$ cat src/rtl/vga_timing_pkg.sv
// Raster timing defaults shared by the Pong VGA generator and the receive-side decoder,
// plus the decoder's lock FSM state encoding.
package vga_timing_pkg;

    localparam int unsigned HTotal     = 768;
    localparam int unsigned HActive    = 640;
    localparam int unsigned HSyncStart = 720;
    localparam int unsigned VTotal     = 512;
    localparam int unsigned VActive    = 480;
    localparam int unsigned VSyncStart = 500;

    typedef enum logic [1:0] {
        StSearch,
        StAcquire,
        StLocked
    } rx_state_e;

endpackage

$ cat src/rtl/vga_sync_edge.sv
// One sync wire: polarity normalise, pixel-rate sample register and inactive->active detect.
module vga_sync_edge #(
    parameter bit SyncActLow = 1'b1
) (
    input  logic clk,
    input  logic rst_n,
    input  logic pix_en_i,
    input  logic sync_i,
    output logic edge_o
);

    logic sync_act;
    logic sync_q;

    assign sync_act = SyncActLow ? ~sync_i : sync_i;

    always_ff @(posedge clk or negedge rst_n) begin
        if (!rst_n) begin
            sync_q <= 1'b0;
        end else if (pix_en_i) begin
            sync_q <= sync_act;
        end
    end

    // The edge belongs to the sample being registered on this strobe.
    assign edge_o = pix_en_i & sync_act & ~sync_q;

endmodule

$ cat src/rtl/vga_sync_decoder.sv
// Receive-side VGA monitor: recovers x/y from sync edges, locks to the raster and
// counts sync edges that disagree with the recovered position.
module vga_sync_decoder
    import vga_timing_pkg::*;
#(
    parameter int unsigned H_TOTAL      = HTotal,
    parameter int unsigned H_ACTIVE     = HActive,
    parameter int unsigned H_SYNC_START = HSyncStart,
    parameter int unsigned V_TOTAL      = VTotal,
    parameter int unsigned V_ACTIVE     = VActive,
    parameter int unsigned V_SYNC_START = VSyncStart,
    parameter bit          SYNC_ACT_LOW = 1'b1,
    parameter int unsigned LOCK_FRAMES  = 2,
    parameter int unsigned MISS_LIMIT   = 4
) (
    input  logic       clk,
    input  logic       rst_n,
    input  logic       pix_en,
    input  logic       vga_h_sync,
    input  logic       vga_v_sync,
    input  logic [2:0] vga_rgb,
    output logic [9:0] rx_x,
    output logic [8:0] rx_y,
    output logic [2:0] rx_rgb,
    output logic       rx_de,
    output logic       rx_valid,
    output logic       frame_start,
    output logic       locked,
    output logic [7:0] err_cnt
);

    localparam logic [9:0]  XLast   = 10'(H_TOTAL - 1);
    localparam logic [9:0]  XSync   = 10'(H_SYNC_START);
    localparam logic [9:0]  XAct    = 10'(H_ACTIVE);
    localparam logic [8:0]  YLast   = 9'(V_TOTAL - 1);
    localparam logic [8:0]  YSync   = 9'(V_SYNC_START);
    localparam logic [8:0]  YAct    = 9'(V_ACTIVE);
    localparam logic [10:0] ToLast  = 11'(2 * H_TOTAL - 1);
    localparam logic [3:0]  GoodLim = 4'(LOCK_FRAMES);
    localparam logic [3:0]  MissLim = 4'(MISS_LIMIT);

    logic hs_edge, vs_edge;

    vga_sync_edge #(.SyncActLow(SYNC_ACT_LOW)) u_hs_edge (
        .clk      (clk),
        .rst_n    (rst_n),
        .pix_en_i (pix_en),
        .sync_i   (vga_h_sync),
        .edge_o   (hs_edge)
    );

    vga_sync_edge #(.SyncActLow(SYNC_ACT_LOW)) u_vs_edge (
        .clk      (clk),
        .rst_n    (rst_n),
        .pix_en_i (pix_en),
        .sync_i   (vga_v_sync),
        .edge_o   (vs_edge)
    );

    logic [9:0]  x_q, x_d, x_inc;
    logic [8:0]  y_q, y_d, y_inc;
    logic        x_wrap, hs_mis, vs_mis, mis, tmo, err_inc, lock_d;
    rx_state_e   state_q, state_d;
    logic [3:0]  good_q, good_d, miss_q, miss_d;
    logic [10:0] to_q, to_d;
    logic [7:0]  err_q;
    logic [2:0]  rgb_q;
    logic        locked_q, de_q, fs_q, valid_q;

    // Free-running position, overridden whenever a sync edge disagrees with it.
    always_comb begin
        x_wrap = (x_q == XLast);
        x_inc  = x_wrap ? 10'd0 : x_q + 10'd1;
        y_inc  = y_q;
        if (x_wrap) begin
            y_inc = (y_q == YLast) ? 9'd0 : y_q + 9'd1;
        end
        hs_mis = hs_edge && (x_inc != XSync);
        vs_mis = vs_edge && ((x_inc != 10'd0) || (y_inc != YSync));
        x_d    = hs_mis ? XSync : x_inc;
        y_d    = vs_mis ? YSync : y_inc;
    end

    always_comb begin
        state_d = state_q;
        good_d  = good_q;
        miss_d  = miss_q;
        err_inc = 1'b0;
        mis     = hs_mis | vs_mis;
        tmo     = (state_q != StSearch) && pix_en && !hs_edge && (to_q == ToLast);
        unique case (state_q)
            StSearch: begin
                if (vs_edge) begin
                    state_d = StAcquire;
                    good_d  = 4'd0;
                    miss_d  = 4'd0;
                end
            end
            StAcquire: begin
                err_inc = mis | tmo;
                if (mis || tmo) begin
                    state_d = StSearch;
                end else if (pix_en && x_wrap && (y_q == YLast)) begin
                    good_d = good_q + 4'd1;
                    if (good_d == GoodLim) begin
                        state_d = StLocked;
                    end
                end
            end
            StLocked: begin
                err_inc = mis | tmo;
                if (tmo) begin
                    state_d = StSearch;
                end else if (mis) begin
                    miss_d = miss_q + 4'd1;
                    if (miss_d == MissLim) begin
                        state_d = StSearch;
                    end
                end else if (hs_edge || vs_edge) begin
                    miss_d = 4'd0;
                end
            end
            default: state_d = StSearch;
        endcase
        if ((state_d == StSearch) || hs_edge) begin
            to_d = 11'd0;
        end else if (pix_en) begin
            to_d = to_q + 11'd1;
        end else begin
            to_d = to_q;
        end
        lock_d = (state_d == StLocked);
    end

    always_ff @(posedge clk or negedge rst_n) begin
        if (!rst_n) begin
            state_q  <= StSearch;
            good_q   <= 4'd0;
            miss_q   <= 4'd0;
            to_q     <= 11'd0;
            err_q    <= 8'd0;
            locked_q <= 1'b0;
        end else if (pix_en) begin
            state_q  <= state_d;
            good_q   <= good_d;
            miss_q   <= miss_d;
            to_q     <= to_d;
            locked_q <= lock_d;
            if (err_inc && (err_q != 8'hFF)) begin
                err_q <= err_q + 8'd1;
            end
        end
    end

    always_ff @(posedge clk or negedge rst_n) begin
        if (!rst_n) begin
            x_q     <= 10'd0;
            y_q     <= 9'd0;
            rgb_q   <= 3'd0;
            de_q    <= 1'b0;
            fs_q    <= 1'b0;
            valid_q <= 1'b0;
        end else begin
            valid_q <= pix_en;
            fs_q    <= 1'b0;
            if (pix_en) begin
                x_q   <= x_d;
                y_q   <= y_d;
                rgb_q <= vga_rgb;
                de_q  <= lock_d && (x_d < XAct) && (y_d < YAct);
                fs_q  <= lock_d && (x_d == 10'd0) && (y_d == 9'd0);
            end
        end
    end

    assign rx_x        = x_q;
    assign rx_y        = y_q;
    assign rx_rgb      = rgb_q;
    assign rx_de       = de_q;
    assign rx_valid    = valid_q;
    assign frame_start = fs_q;
    assign locked      = locked_q;
    assign err_cnt     = err_q;

endmodule
$ cat config.mk
export PLATFORM = sky130hd
export DESIGN_NAME = vga_sync_decoder
export DESIGN_NICKNAME = d
export VERILOG_FILES = /design/src/rtl/vga_timing_pkg.sv /design/src/rtl/vga_sync_edge.sv /design/src/rtl/vga_sync_decoder.sv
export SDC_FILE = /design/constraint.sdc
export NUM_CORES = 1
export LEC_CHECK = 0
export CAP_MARGIN = 20
export CORE_ASPECT_RATIO = 2
export CORE_MARGIN = 2
export CORE_UTILIZATION = 59
export CTS_BUF_LIST = sky130_fd_sc_hd__clkbuf_4 sky130_fd_sc_hd__clkbuf_8 sky130_fd_sc_hd__clkbuf_16
export CTS_CLUSTER_SIZE = 8
export DETAILED_ROUTE_END_ITERATION = 10
export GPL_TIMING_DRIVEN = 1
export HOLD_SLACK_MARGIN = 0.12
export PLACE_DENSITY = 0.83
export SKIP_CTS_REPAIR_TIMING = 1
export SYNTH_ARGS = -nofsm -noshare
export SYNTH_HDL_FRONTEND = slang
export SYNTH_SLANG_ARGS = --single-unit
$ cat constraint.sdc
create_clock -name clk -period 5.6 [get_ports clk]
set_input_delay 0.56 -clock clk [delete_from_list [all_inputs] [get_ports clk]]
set_output_delay 0.56 -clock clk [all_outputs]
set_load 0.02 [all_outputs]
Yosys cells after proc, flatten, opt, wreduce, memory -nomap -nowiden
Cells that the tools add are included.
{ "word_totals": {"register_bits": 57, "word_cells": 101, "in_bits": 8} }
{ "classes": {"addsub": 6, "n_lt_le_gt_ge": 2, "bitwise_logic": 10, "n_reduce_logical": 29, "n_eq_ne": 16, "n_mux": 24} }
{ "op_table": {"columns": ["op", "count"], "rows": [
  ["two-way mux 9 bit", 3],
  ["two-way mux 4 bit", 6],
  ["two-way mux 10 bit", 2],
  ["one-hot mux 4 bit (2 select lines)", 2],
  ["two-way mux 2 bit", 7],
  ["logical AND 1 bit", 12],
  ["adder 11 x 1 -> 11 bit, second input constant", 1],
  ["equality test 11 bit, second input constant", 1],
  ["two-way mux 11 bit", 1],
  ["adder 10 x 1 -> 10 bit, second input constant", 1],
  ["equality test 10 bit, second input constant", 1],
  ["logical NOT 10 bit", 1],
  ["less-than comparator 10 bit, second input constant", 1],
  ["inequality test 10 bit, second input constant", 1],
  ["AND reduction 5 bit", 2],
  ["nonzero test 10 bit", 1],
  ["adder 9 x 1 -> 9 bit, second input constant", 1],
  ["equality test 9 bit, second input constant", 1],
  ["logical NOT 9 bit", 1],
  ["less-than comparator 9 bit, second input constant", 1],
  ["inequality test 9 bit, second input constant", 1],
  ["adder 4 x 1 -> 4 bit, second input constant", 2],
  ["adder 8 x 1 -> 8 bit, second input constant", 1],
  ["inequality test 2 bit, second input constant", 4],
  ["other kinds (17)", 32]
]} }

Depth between registers and ports, before layout
{ "logic_depth": {"depth_word": 14, "depth_mapped": 16, "depth_no_buf": 13} }

Modules after synthesis
Synthesis repeated with hierarchy kept, for this count alone.
{ "unflattened": {"hier_cells": 442, "area_unflattened_um2": 3781.1} }
{ "modules_own_cells": {"columns": ["module", "seq_area_each_um2", "cells_per_inst", "instances", "area_each_um2"], "rows": [
  ["vga_sync_decoder", 1376.3, 434, 1, 3678.5],
  ["vga_sync_edge", 25.0, 4, 2, 51.3]
]} }

Worst setup path after synthesis
No wires, ideal clock.
{ "synth_path": {"path_type": "reg-to-reg", "start": "register y_q[0], in the netlist rx_y[0]", "end": "register good_q[3]", "setup_ps": 126, "setup_slack_ps": 1821, "arrival_ps": 3653, "path_stages_with_launch": 16, "period_less_slack_ps": 3779, "path_cell_list": "dfrtp_1 ha_1 and3_1 clkbuf_1 nand3_1 nor2_1 ha_1 or4_1 buf_2 nor4_4 a22o_4 nand2_4 o31a_4 nor4_4 nor2_1 a221o_1"} }
{ "synth_via": {"elab_chain_cells": 10, "elab_cells_between_ends": 13, "classes_between": "add/sub (1); eq/ne (4); mux (2); bitwise (1); reduce/logical (5)"} }
{ "synth_lines": {"columns": ["item", "line_no", "text"], "rows": [
  ["from (decl)", "vga_sync_decoder.sv:61", "logic [8:0] y_q, y_d, y_inc;"],
  ["from (signal assigned)", "vga_sync_decoder.sv:168", "y_q <= y_d;"],
  ["adder 9 x 1 -> 9 bit or equality test 9 bit (tied branches)", "vga_sync_decoder.sv:76, vga_sync_decoder.sv:103", null],
  ["two-way mux 9 bit", "vga_sync_decoder.sv:76", "y_inc = (y_q == YLast) ? 9'd0 : y_q + 9'd1;"],
  ["two-way mux 9 bit", "vga_sync_decoder.sv:75", "if (x_wrap) begin"],
  ["inequality test 9 bit", "vga_sync_decoder.sv:79", "vs_mis = vs_edge && ((x_inc != 10'd0) || (y_inc != YSync));"],
  ["logical OR 1 bit", "vga_sync_decoder.sv:79", null],
  ["logical AND 1 bit", "vga_sync_decoder.sv:79", null],
  ["bitwise OR 1 bit", "vga_sync_decoder.sv:89", "mis = hs_mis | vs_mis;"],
  ["logical OR 1 bit", "vga_sync_decoder.sv:101", "if (mis || tmo) begin"],
  ["inequality test 2 bit (no line)", null, null],
  ["AND reduction 5 bit (no line) (*)", null, null],
  ["to (signal assigned)", "vga_sync_decoder.sv:145", "good_q <= good_d;"],
  ["to (decl)", "vga_sync_decoder.sv:64", "logic [3:0] good_q, good_d, miss_q, miss_d;"]
]} }
Every way passes the cells marked *; elsewhere a longest branch is shown, timed or not.
A chain may end at the register's enable or synchronous reset.

Worst setup path in the final report
Ends and elaborated chain as after synthesis.

==> impl_metrics.json <==
{
  "outcome": "complete, no violations",
  "dp_slack_ns": 1.54,
  "synth-async-reset-ratio": 1.00,
  "wire_per_inst_um": 17.2,
  "portBuffers": 41,
  "end_kind": "flop",
  "antenna_left": 0,
  "swShare": 0.311,
  "rsz0062_at_grt": "false",
  "clkPwrFrac": 0.415,
  "synth_top_flop_cell": "dfrtp_1",
  "cp.required_ns": 5.81,
  "syn_nets": 437,
  "setup_violations": 0,
  "grt_pass1_wl_um": 15000,
  "antenna_found_initial": 0,
  "ys_seq_area_frac": 0.378,
  "regArea_um2": 1430,
  "worstRegToRegCells": 13,
  "tritoncts": "yes",
  "insertion_delay_ns": 0.33,
  "gp_congestion": 0.881,
  "leakagePower_uw": 0.00190,
  "crit_fanout": 11,
  "drtPass1Iterations": 5,
  "reg2reg_from": "rx_y[0]",
  "syn_area_per_cell_um2": 9.06,
  "setup_tns_ns": 0,
  "p_int_uw": 1070,
  "synth_edf_count": 0,
  "grtUsageMet3": 0.0560,
  "ios": 42,
  "grt.total_usage": 0.285,
  "drc_errors": 0,
  "vias": 3326,
  "use_met1": 0.307,
  "row_count": 41,
  "cap_viol_max_count": 0,
  "irDropWorstVdd_mv": 0.274,
  "vias_per_cell": 6.13,
  "pwr-share-seq": 0.349,
  "grt_max_degree": 58,
  "cp-startpoint": "rx_y[0]",
  "p_per_area_nw_per_um2": 344,
  "use_met2": 0.499,
  "synth.area.top_cells": "dfrtp_1 (38%), ha_1 (4.3%), nand2_1 (3.9%), o21ai_0 (3.8%), nor2_1 (3.8%)",
  "grt.overflow.total": 0,
  "h-tree-depth": 3,
  "routed_wl_um": 9340,
  "pwr-share-comb": 0.236,
  "synth_commonest_cells": "dfrtp_1 (57), nand2_1 (39), nor2_1 (38)",
  "holdCritPathClass": "primary input to asynchronous set/reset pin",
  "synth_top_area_share": 0.378,
  "die_x_um": 60.5,
  "syn-instance-count": 416,
  "grt_pass1_vias": 3209,
  "fin_crit_sh": 0.731,
  "yosysMostFrequentCell": "dfrtp_1",
  "cts-root-buf": "clkbuf_16",
  "core_region_area_um2": 6260,
  "nets": 473,
  "layout_setup_ws_ns": 1.51,
  "hpwl_um": 6680,
  "criticalPathCategory": "flop to flop",
  "initial_core_util": 0.602,
  "fp.dieH_um": 117,
  "hold_viol_final": 0,
  "fmax_ghz": 0.244,
  "top_usage_layer": "met2",
  "drv_slew": 0,
  "final_layout_size_suffix_gt1_frac": 0.114,
  "min_period_ns": 4.09,
  "drt_iter0_drc": 258,
  "die_area_um2": 7080,
  "worst_slew_pin_slew_ns": 1.03,
  "nFillCells": 489,
  "numCtsBuffers": 9,
  "relSlewSlack": 0.312,
  "clk_pin_slew_ns": 0.05,
  "synth_warnings": 0,
  "power_switching_uw": 485,
  "start_kind": "flop",
  "multi_input_area_um2": 2140,
  "yosysTopAreaCell": "dfrtp_1",
  "area_delta_synth_final_pct": 20.1,
  "netlist_area_um2": 3770,
  "synth_cell_types": 74,
  "worstPathArrival_ns": 4.31,
  "ys_ff_latch": 57,
  "antenna-diode-count": 0,
  "clock_skew_ns": 0.00618,
  "cts_sinks": 57,
  "cts_buffer_depth": 2
}
-- through the flow --
stage | instance area (µm²) | power [µW] | hold slack, ns | utilization | cells
4_1_cts | 4530 | 1560 | 0.398 | 0.724 | 543
3_5_place_dp | 4170 | 912 | 0.483 | 0.667 | 527
2_1_floorplan | 3770 | 791 | 0.264 | - | 416
5_1_grt | 4530 | 1630 | 0.441 | 0.724 | 543
6_report | 4530 | 1560 | 0.359 | 0.724 | 543
3_3_place_gp | 4170 | 901 | 0.483 | 0.667 | 527
-- path summary, 6_finish.rpt --
check | end | slack [ns]
min in group clk | err_cnt[5] | 0.50
max in group asynchronous | miss_q[0] | 4.73
worst min-delay path | rx_x[9] | 0.36
worst min register to register | err_cnt[5] | 0.50
worst max-delay path | good_q[3] | 1.51
worst max register to register | good_q[3] | 1.51
-- cell usage in the layout (no fill, tap or decap), types with 3 or more instances in the layout --
cell type	n
dfrtp_1	57
clkdlybuf4s50_1	40
nand2_1	39
nor2_1	38
o21ai_0	29
nor3_1	23
nand3_1	18
inv_1	16
a21oi_1	15
xnor2_1	14
ha_1	13
xor2_1	11
and3_1	10
clkbuf_16	9
a31oi_1	8
nand2b_1	8
o22ai_1	6
mux2_2	6
nor3b_1	5
nor4_1	4
nor2b_1	4
a31o_2	4
mux2i_1	4
buf_4	4
nand3b_1	3
a211oi_1	3
bufinv_16	3
-- cells by family (layout without fill, tap and decap cells) --
| family | count (synthesis) | count (layout) | synth area share |
|---|---|---|---|
| and+or+nand+nor | 177 | 177 | 0.254 |
| buffers and inverters | 36 | 77 | 0.0528 |
| xor gates and xnor gates | 25 | 25 | 0.0581 |
| DFF | 57 | 57 | 0.378 |
| muxes | 11 | 11 | 0.0315 |
| AOI/OAI and AO/OA | 97 | 97 | 0.182 |
| adders and majority gates | 13 | 13 | 0.0431 |
-- registers in the layout (all words and copies together), names as in the netlist --
| name | flops |
|---|---|
| rx_valid | 1 |
| rx_x | 10 |
| miss_q | 4 |
| u_vs_edge.sync_q | 1 |
| locked | 1 |
| rx_de | 1 |
| rx_rgb | 3 |
| good_q | 4 |
| rx_y | 9 |
| state_q | 2 |
| u_hs_edge.sync_q | 1 |
| err_cnt | 8 |
| frame_start | 1 |
| to_q | 11 |
-- critical path, stage by stage, from the launching register on --
cell and delay (ns):
dfrtp_1 0.44, ha_1 0.29, and3_1 0.25, nand3_1 0.12
nor2_1 0.08, ha_1 0.31, or4_1 0.73, nor4_4 0.32
a22o_4 0.18, nand2_4 0.06, o31a_4 0.35, nor4_4 0.33
nor2_1 0.15, a221o_1 0.36
-- power groups by stage --
| stage | clock (µW) | combinational, µW | sequential, µW |
|---|---|---|---|
| 3_5_place_dp | 0 | 363 | 549 |
| 3_3_place_gp | 0 | 355 | 545 |
| 4_1_cts | 650 | 367 | 543 |
| 2_1_floorplan | 0 | 242 | 550 |
| 6_report | 647 | 367 | 544 |
| 5_1_grt | 671 | 403 | 552 |
-- layout make-up --
| type | instances | area share |
|---|---|---|
| well taps | 86 | 0.0238 |
| clock buffers | 10 | 0.0528 |
| inverters | 16 | 0.0133 |
| clock inverters | 6 | 0.0254 |
| flip-flops and latches | 57 | 0.315 |
| multi-input cells | 323 | 0.474 |
| repair buffers | 45 | 0.0962 |
-- routing by layer --
layer / wire [µm] / up-vias
li1: - / 1578
met1: 3490 / 1603
met2: 4980 / 114
met3: 366 / 31
met4: 497 / 0
met5: 0 / -
Note: power is estimated with default switching activity, not from simulation.
